==> src/rtl/calc_pkg.sv <==
`default_nettype none
// ============================================================================
// Module      : calc_pkg
// Description : Shared widths and state encoding for the calculator datapath
//               multiply-accumulate unit (mul_add_seq).
// Revision    : 1.0 - initial release
// ============================================================================
package calc_pkg;

    // Operand A / addend C width (quotient / remainder bus)
    localparam int A_W   = 6;
    // Operand B width (divisor / multiplier); also the iteration count
    localparam int B_W   = 4;
    // Full product width; the result can never wrap at this width
    localparam int P_W   = A_W + B_W;
    // Iteration counter width
    localparam int CNT_W = $clog2(B_W);

    typedef enum logic [1:0] {
        IDLE = 2'd0,
        RUN  = 2'd1,
        DONE = 2'd2
    } state_t;

endpackage : calc_pkg
`default_nettype wire

==> src/rtl/mul_add_step.sv <==
`default_nettype none
// ============================================================================
// Module      : mul_add_step
// Description : One shift-and-add iteration: adds the multiplicand, shifted
//               by the current bit position, when the multiplier bit is set.
//               Kept separate so the loop can be unrolled into array form.
// Revision    : 1.0 - initial release
// ============================================================================
module mul_add_step
    import calc_pkg::*;
(
    input  logic [P_W-1:0]   i_acc,
    input  logic [A_W-1:0]   i_a_reg,
    input  logic             i_b_bit,
    input  logic [CNT_W-1:0] i_cnt,
    output logic [P_W-1:0]   o_acc
);

    logic [P_W-1:0] w_shifted;

    // Partial product for this bit position; widened before shifting so no
    // bits of the multiplicand are lost.
    assign w_shifted = P_W'(i_a_reg) << i_cnt;

    // Accumulate only when the current multiplier bit is set.
    assign o_acc = i_b_bit ? (i_acc + w_shifted) : i_acc;

endmodule : mul_add_step
`default_nettype wire

==> src/rtl/mul_add_seq.sv <==
`default_nettype none
// ============================================================================
// Module      : mul_add_seq
// Description : Sequential shift-and-add multiply-accumulate, P = A*B + C
//               (or P = A*B when control=1). Fixed latency of B_W iteration
//               cycles with a start/busy/done handshake.
// Revision    : 1.0 - initial release
// ============================================================================
module mul_add_seq
    import calc_pkg::*;
(
    input  logic           clk,
    input  logic           rst,
    input  logic           start,
    input  logic           control,
    input  logic [A_W-1:0] A,
    input  logic [B_W-1:0] B,
    input  logic [A_W-1:0] C,
    output logic           busy,
    output logic           done,
    output logic [P_W-1:0] P,
    output logic [A_W-1:0] S,
    output logic           ovf
);

    state_t           r_state;
    logic [A_W-1:0]   r_a;
    logic [B_W-1:0]   r_b;
    logic [P_W-1:0]   r_acc;
    logic [CNT_W-1:0] r_cnt;
    logic [P_W-1:0]   r_p;
    logic             r_busy;
    logic             r_done;
    logic [P_W-1:0]   w_next_acc;

    // Combinational iteration stage
    mul_add_step u_step (
        .i_acc   (r_acc),
        .i_a_reg (r_a),
        .i_b_bit (r_b[0]),
        .i_cnt   (r_cnt),
        .o_acc   (w_next_acc)
    );

    // Control FSM, iteration counter and registered outputs. The addend (or
    // zero in multiply-only mode) is folded into the accumulator at
    // acceptance, so control does not need to be kept afterwards.
    always_ff @(posedge clk) begin
        if (rst) begin
            r_state <= IDLE;
            r_a     <= '0;
            r_b     <= '0;
            r_acc   <= '0;
            r_cnt   <= '0;
            r_p     <= '0;
            r_busy  <= 1'b0;
            r_done  <= 1'b0;
        end else begin
            case (r_state)
                IDLE, DONE: begin
                    r_done <= 1'b0;
                    if (start) begin
                        r_a     <= A;
                        r_b     <= B;
                        r_acc   <= control ? '0 : P_W'(C);
                        r_cnt   <= '0;
                        r_busy  <= 1'b1;
                        r_state <= RUN;
                    end else begin
                        r_state <= IDLE;
                    end
                end
                RUN: begin
                    r_acc <= w_next_acc;
                    r_b   <= r_b >> 1;
                    r_cnt <= r_cnt + CNT_W'(1);
                    if (r_cnt == CNT_W'(B_W - 1)) begin
                        r_p     <= w_next_acc;
                        r_busy  <= 1'b0;
                        r_done  <= 1'b1;
                        r_state <= DONE;
                    end
                end
                default: begin
                    r_busy  <= 1'b0;
                    r_done  <= 1'b0;
                    r_state <= IDLE;
                end
            endcase
        end
    end

    assign busy = r_busy;
    assign done = r_done;
    assign P    = r_p;
    // Low part and overflow flag follow the held result directly.
    assign S    = r_p[A_W-1:0];
    assign ovf  = |r_p[P_W-1:A_W];

endmodule : mul_add_seq
`default_nettype wire

==> config.mk <==
export PLATFORM = sky130hd
export DESIGN_NAME = mul_add_seq
export DESIGN_NICKNAME = d
export VERILOG_FILES = /design/src/rtl/calc_pkg.sv /design/src/rtl/mul_add_step.sv /design/src/rtl/mul_add_seq.sv
export SDC_FILE = /design/constraint.sdc
export NUM_CORES = 1
export LEC_CHECK = 0
export BUFFER_PORTS_ARGS = -buffer_cell sky130_fd_sc_hd__buf_2
export CORE_AREA = 8 8 86 88
export CTS_BUF_LIST = sky130_fd_sc_hd__clkbuf_4 sky130_fd_sc_hd__clkbuf_8
export CTS_CLUSTER_DIAMETER = 30
export CTS_CLUSTER_SIZE = 30
export DETAILED_ROUTE_END_ITERATION = 10
export DIE_AREA = 0 0 94 96
export SETUP_SLACK_MARGIN = 0.4
export SYNTH_ARGS = -nofsm -noshare
export SYNTH_HDL_FRONTEND = slang
export SYNTH_SLANG_ARGS = --single-unit
==> constraint.sdc <==
create_clock -name clk -period 2.9 [get_ports clk]
set_input_delay 0.145 -clock clk [delete_from_list [all_inputs] [get_ports clk]]
set_output_delay 0.145 -clock clk [all_outputs]
set_load 0.02 [all_outputs]
==> results of run 1 <==
==> worst max-delay path by stage <==
stage | startpoint | to | slack, ns | cells past startpoint
6_report | r_cnt[1]$_SDFFE_PP0P_ | r_acc[8]$_SDFFE_PP0P_ | 0.44 | 10
3_3_place_gp | r_cnt[1]$_SDFFE_PP0P_ | r_acc[8]$_SDFFE_PP0P_ | 0.41 | 10
3_5_place_dp | r_cnt[1]$_SDFFE_PP0P_ | r_acc[8]$_SDFFE_PP0P_ | 0.32 | 10
5_1_grt | r_cnt[1]$_SDFFE_PP0P_ | r_acc[8]$_SDFFE_PP0P_ | 0.33 | 10
4_1_cts | r_cnt[1]$_SDFFE_PP0P_ | r_acc[8]$_SDFFE_PP0P_ | 0.40 | 10
2_1_floorplan | r_cnt[0]$_SDFFE_PP0P_ | r_acc[8]$_SDFFE_PP0P_ | 0.43 | 11
==> flip-flops by register name, indices dropped and copies added, names as in the netlist <==
name     cells
r_b          4
r_cnt        2
r_acc       10
done         1
r_state      2
P           10
busy         1
r_a          6
==> layer usage <==
layer / GRT usage [%] / vias to the layer above / share of wire [%]
met1: 14.17 / 835 / 48
met4: 3.567 / 0 / 0.96
li1: - / 957 / -
met2: 17.85 / 49 / 43
met5: 0 / - / 0
met3: 3.588 / 4 / 7.9
==> worst max-delay path: cells and delay by family (launching register included) <==
| family | cells | cell delay [ns] |
|---|---|---|
| muxes | 1 | 0.23 |
| buffers and inverters | 1 | 0.14 |
| AOI/OAI and AO/OA | 4 | 0.58 |
| DFF | 1 | 0.39 |
| and+or+nand+nor | 2 | 0.32 |
| adders and majority gates | 1 | 0.38 |
| xor gates and xnor gates | 1 | 0.28 |
==> per-stage QoR <==
step / cells / power, mW / worst slack (ns) / cell area [um^2] / utilization [%]
after CTS: 353 / 1.121 / 0.4047 / 2352 / 38.59
after detailed placement: 346 / 0.7327 / 0.3176 / 2255 / 36.99
after global placement: 346 / 0.7308 / 0.4059 / 2255 / 36.99
after global routing: 362 / 1.208 / 0.3285 / 2479 / 40.66
after floorplan: 249 / 0.6796 / 0.4327 / 2046 / -
final: 362 / 1.151 / 0.4430 / 2479 / 40.66
==> layout make-up <==
type	instances	area [um^2]	share of cell area, %
multi-input cells	189	1257	50.73
flip-flops and latches	36	725.7	29.28
repair buffers	52	299.0	12.06
clock buffers	7	96.34	3.887
well taps	77	96.34	3.887
inverters	1	3.754	0.1514
==> cells in the final DEF (no fill, tap or decap), types with 4 or more instances in the layout <==
cell type   n
dfxtp_1    34
nand2_1    33
o21ai_0     5
nor3b_1     6
nor3_1      4
nand3_1     4
buf_4      13
a21oi_1    22
a311oi_1    5
xnor2_1     6
a211oi_1   14
ha_1        9
nor2b_1     6
clkbuf_8    7
nor2_1     29
buf_2      38
mux2i_1     8
==> what timing repair did <==
item | CTS | global route
setup endpoints to repair | 2 | 6
setup buffers | 0 | 9
endpoints found under the hold margin | 0 | 0
gates resized for setup | 1 | 14
pin swaps | 0 | 8
hold buffers | 0 | 0
==> cells by family (layout without fill, tap and decap cells) <==
family          after synthesis  count (layout)
compound gates               62              62
xor+xnor                      6               6
fa+ha+maj                    11              11
buf+inv                      24              60
flops                        36              36
mux                          11              11
simple gates                 99              99
==> Yosys cell counts (all sizes together) (4+ instances only) <==
cell,instances
mux2i,10
nor2b,6
nor2,30
nor3,4
a211oi,14
xnor2,6
ha,10
dfxtp,36
clkbuf,13
buf,10
o21ai,8
nand3,4
a21oi,22
nor3b,6
nand2,34
a311oi,5
==> report_power, final <==
| part | leakage (nW) | internal [mW] | switching (mW) | total [mW] |
|---|---|---|---|---|
| sequential | 0.295 | 0.515 | 0.0253 | 0.541 |
| combinational | 0.681 | 0.105 | 0.118 | 0.223 |
| clock | 0.0503 | 0.212 | 0.176 | 0.387 |
==> impl_metrics.toml, run 1 <==
[sta]
rsz0062_at_grt = "false"
slew_viol_final = 0
holdWs_ns = 0.09552
max-slew-margin-rel_pct = 40.71
skew_ns = 0.005363
fmax_mhz = 407.0
fin_setup_tns_ns = 0
final-hold-violation-count = 0
period_minus_slack_ns = 2.457
tightest_slew_ns = 0.8894
period_share_pct = 84.72
setup_violations = 0

[layout]
fillerInstances = 634
synthToLayoutAreaGrowth_pct = 21.31
drive_gt1_share_pct = 26.67
nets = 316
diodes = 0

[critical_path]
critPathMaxFanout = 7
crit_slowest_cell = "dfxtp_4"
reg2reg_from = "r_cnt[1]$_SDFFE_PP0P_"
crit_required_ns = 3.05
path_class = "reg -> reg"
cp_cell_sequence = "buf_6 > mux2i_4 > a21oi_1 > ha_1 > and3_4 > a221oi_4 > o21ai_1 > xnor2_1 > o21ai_1 > nor2b_1"
ff2ff_setup_slack_ns = 0.44
r2r-end = "r_acc[8]$_SDFFE_PP0P_"
start_kind = "register"
cp.arrival_ns = 2.61
reg2reg_depth = 10
slowest_delay_ns = 0.39
end_kind = "register"
cpMostUsedCell = "o21ai_1"

[routing]
drtAntennaViolNets = 0
vias_per_cell = 5.097
detail_route.wl_per_cell_um = 14.04
wl_um = 5081
vias = 1845
drtPass1Iterations = 4
drc = 0
drtIter0Drc = 61

[cts]
path_clk_slew_ns = 0.07
cts_tree = "yes"
root_buffer = "clkbuf_8"
worstSkewPairLatency_ns = 0.29
numCtsBuffers = 5
htree_levels = 2
clock_path_buffers = 2
cts.sinks = 36

[power]
pwr_density_cell_mw_per_mm2 = 464.4
p_leak_nw = 1.026
irDropWorstVdd_mv = 0.1677

[global_route]
antenna_found_initial = 0
grt_usage_pct = 11.25
grt_pass1_wl_um = 8162
grt_pass1_vias = 1714
grt_max_degree = 39
gr-total-overflow = 0

[yosys]
synth_flop_cell = "dfxtp_1"
synthAdderAreaFrac_pct = 7.103
synth_area_mm2 = 0.002043
yosys.area.top_type_share_pct = 35.27
synth_edf_count = 0
synth_compound_area_share_pct = 20.27
synth-simple-area-share_pct = 23.64
yosys.cell_types.count = 43
async_flop_share_pct = 0
yosysSeqAreaShare_pct = 35.27
synth_nets = 280
synth_top_family_by_area = "simple AND/OR/NAND/NOR gates"
yosysTopAreaCell = "dfxtp_1"
muxShareOfSynthArea_pct = 5.450
synth_xor_area_share_pct = 2.572
netlist_instances = 249
ys_seq_elements = 36
synthTopCellsByArea = "dfxtp_1, nand2_1, ha_1, nor2_1, a21oi_1"
avgSynthCellArea_um2 = 8.206
yosys_warnings = 0

[hold_path]
worstHoldStart = "A[2]"
min_to = "r_a[2]$_SDFFE_PP0P_"
min_path_type = "in -> reg"
min_path_cells = 3

[run_status]
status = "complete, no violations"

[die]
boundaryPins = 39
die_area_mm2 = 0.009024
core_area_mm2 = 0.006096
start_util_pct = 33.52
die_h_um = 96
die_x_um = 94
rows = 29

[place]
io_buffers = 38
gp_congestion = 0.8265
dp_hpwl_um = 3647

[flow_run]
drv_cap = 0
(Power assumes the default switching activity.)
==> run 2, diff against run 1 <==
Clock period 2.9 ns to 2.55 ns, I/O delays scaled along.
==> impl_metrics.toml, run 2 (synthesized netlist as in run 1, its figures left out) <==
[routing]
drtIter0Drc = 99
drc = 0
wl_um = 5084
vias = 1842
drtAntennaViolNets = 0
detail_route.wl_per_cell_um = 13.85
vias_per_cell = 5.019
drtPass1Iterations = 4

[global_route]
grt_usage_pct = 11.42
grt_pass1_wl_um = 8280
antenna_found_initial = 0
grt_pass1_vias = 1748
grt_max_degree = 23
gr-total-overflow = 0

[layout]
drive_gt1_share_pct = 32.41
final_common_cell = "buf_2"
nets = 320
final_cell_mix = "buf_2, dfxtp_1, nand2_1, nor2_1, a21oi_1"
final_cells = 367
fillerInstances = 638
diodes = 0
synthToLayoutAreaGrowth_pct = 27.07

[sta]
skew_ns = 0.004306
slew_viol_final = 0
fmax_mhz = 434.5
max-slew-margin-rel_pct = 38.51
period_minus_slack_ns = 2.302
rsz0062_at_grt = "true"
setup_violations = 0
period_share_pct = 90.26
fin_setup_tns_ns = 0
final-hold-violation-count = 0
tightest_slew_ns = 0.9223
setup_slack_ns = 0.2485

[die]
die_area_mm2 = 0.009024
rows = 29
start_util_pct = 33.52
die_x_um = 94
die_h_um = 96
core_area_mm2 = 0.006096
boundaryPins = 39

[critical_path]
reg2reg_from = "r_cnt[1]$_SDFFE_PP0P_"
slowest_delay_ns = 0.40
path_class = "reg -> reg"
cp_cell_sequence = "buf_6 > mux2i_4 > o22ai_2 > ha_1 > a21o_1 > a221oi_4 > o21ai_2 > xnor2_2 > o21ai_1 > nor2b_1"
startpoint = "r_cnt[1]$_SDFFE_PP0P_"
cp.arrival_ns = 2.46
critPathMaxFanout = 5
start_kind = "register"
end_kind = "register"
crit_slowest_cell = "dfxtp_4"
crit_required_ns = 2.71

[power]
p_leak_nw = 1.062
seqPwrFrac_pct = 44.2
switching_share_pct = 27.00
pwr-share-clk_pct = 36.2
p_int_mw = 1.018
p_sw_uw = 376.5
finalPower_mw = 1.394
irDropWorstVdd_mv = 0.2160
pwr_density_cell_mw_per_mm2 = 537.1
combPwrFrac_pct = 19.7

[flow_run]
drv_cap = 0

[hold_path]
min_path_type = "in -> reg"
worstHoldStart = "A[5]"

[place]
dp_slack_ns = 0.1339
dp.cells = 347
io_buffers = 38
dp_hpwl_um = 3580
gp_congestion = 0.8466

[cts]
clock_path_buffers = 2
numCtsBuffers = 5
path_clk_slew_ns = 0.07
worstSkewPairLatency_ns = 0.29
root_buffer = "clkbuf_8"
htree_levels = 2
cts.sinks = 36
cts_tree = "yes"
holdBufCountCts = 0

[run_status]
status = "complete, no violations"
## run 2: final cells by class
class / count / area (um^2) / share of cell area [%]
Inverter: 1 / 3.754 / 0.1446
Multi-Input combinational cell: 189 / 1316 / 50.70
Clock buffer: 6 / 76.32 / 2.940
Timing Repair Buffer: 56 / 340.3 / 13.11
Tap cell: 77 / 96.34 / 3.711
Clock inverter: 2 / 35.03 / 1.349
Sequential cell: 36 / 728.2 / 28.05
## run 2: critical path: cells and delay by family (launching register included)
family	cells	cell delay (ns)
xor+xnor	1	0.14
fa+ha+maj	1	0.34
buf+inv	1	0.12
compound gates	5	0.81
simple gates	1	0.13
flops	1	0.40
mux	1	0.25
## run 2: per-layer routing
layer  track usage (%)  wire length (um)
met5                 0                 0
met4             5.416                89
met3             2.496               271
met2             19.02              2396
met1             13.72              2327
## run 2: path summary, 6_finish.rpt
path                                              end  slack, ns  depth (start not counted)
worst min-delay path              r_a[5]$_SDFFE_PP0P_       0.07                          3
worst min register to register      P[2]$_SDFFE_PP0P_       0.46                          2
worst max register to register  r_acc[8]$_SDFFE_PP0P_       0.25                         10
worst max-delay path            r_acc[8]$_SDFFE_PP0P_       0.25                         10
## run 2: stage by stage
step | hold slack [ns] | cell area [um^2] | utilization (%)
2_1_floorplan | 0.2635 | 2088 | -
4_1_cts | 0.06577 | 2494 | 40.91
5_1_grt | 0.06664 | 2596 | 42.59
3_5_place_dp | 0.3732 | 2277 | 37.36
6_report | 0.06982 | 2596 | 42.59
3_3_place_gp | 0.3699 | 2277 | 37.36
## run 2: repair_timing
action	4_1_cts	5_1_grt
setup endpoints to repair	12	15
gates resized for setup	13	14
setup buffers	8	4
pin swaps	16	10
## run 2: power groups by stage
stage	combinational [mW]	clock [mW]	sequential (mW)
5_1_grt	0.302	0.540	0.620
2_1_floorplan	0.163	0	0.616
3_3_place_gp	0.210	0	0.627
3_5_place_dp	0.212	0	0.627
6_report	0.274	0.505	0.616
4_1_cts	0.239	0.519	0.613
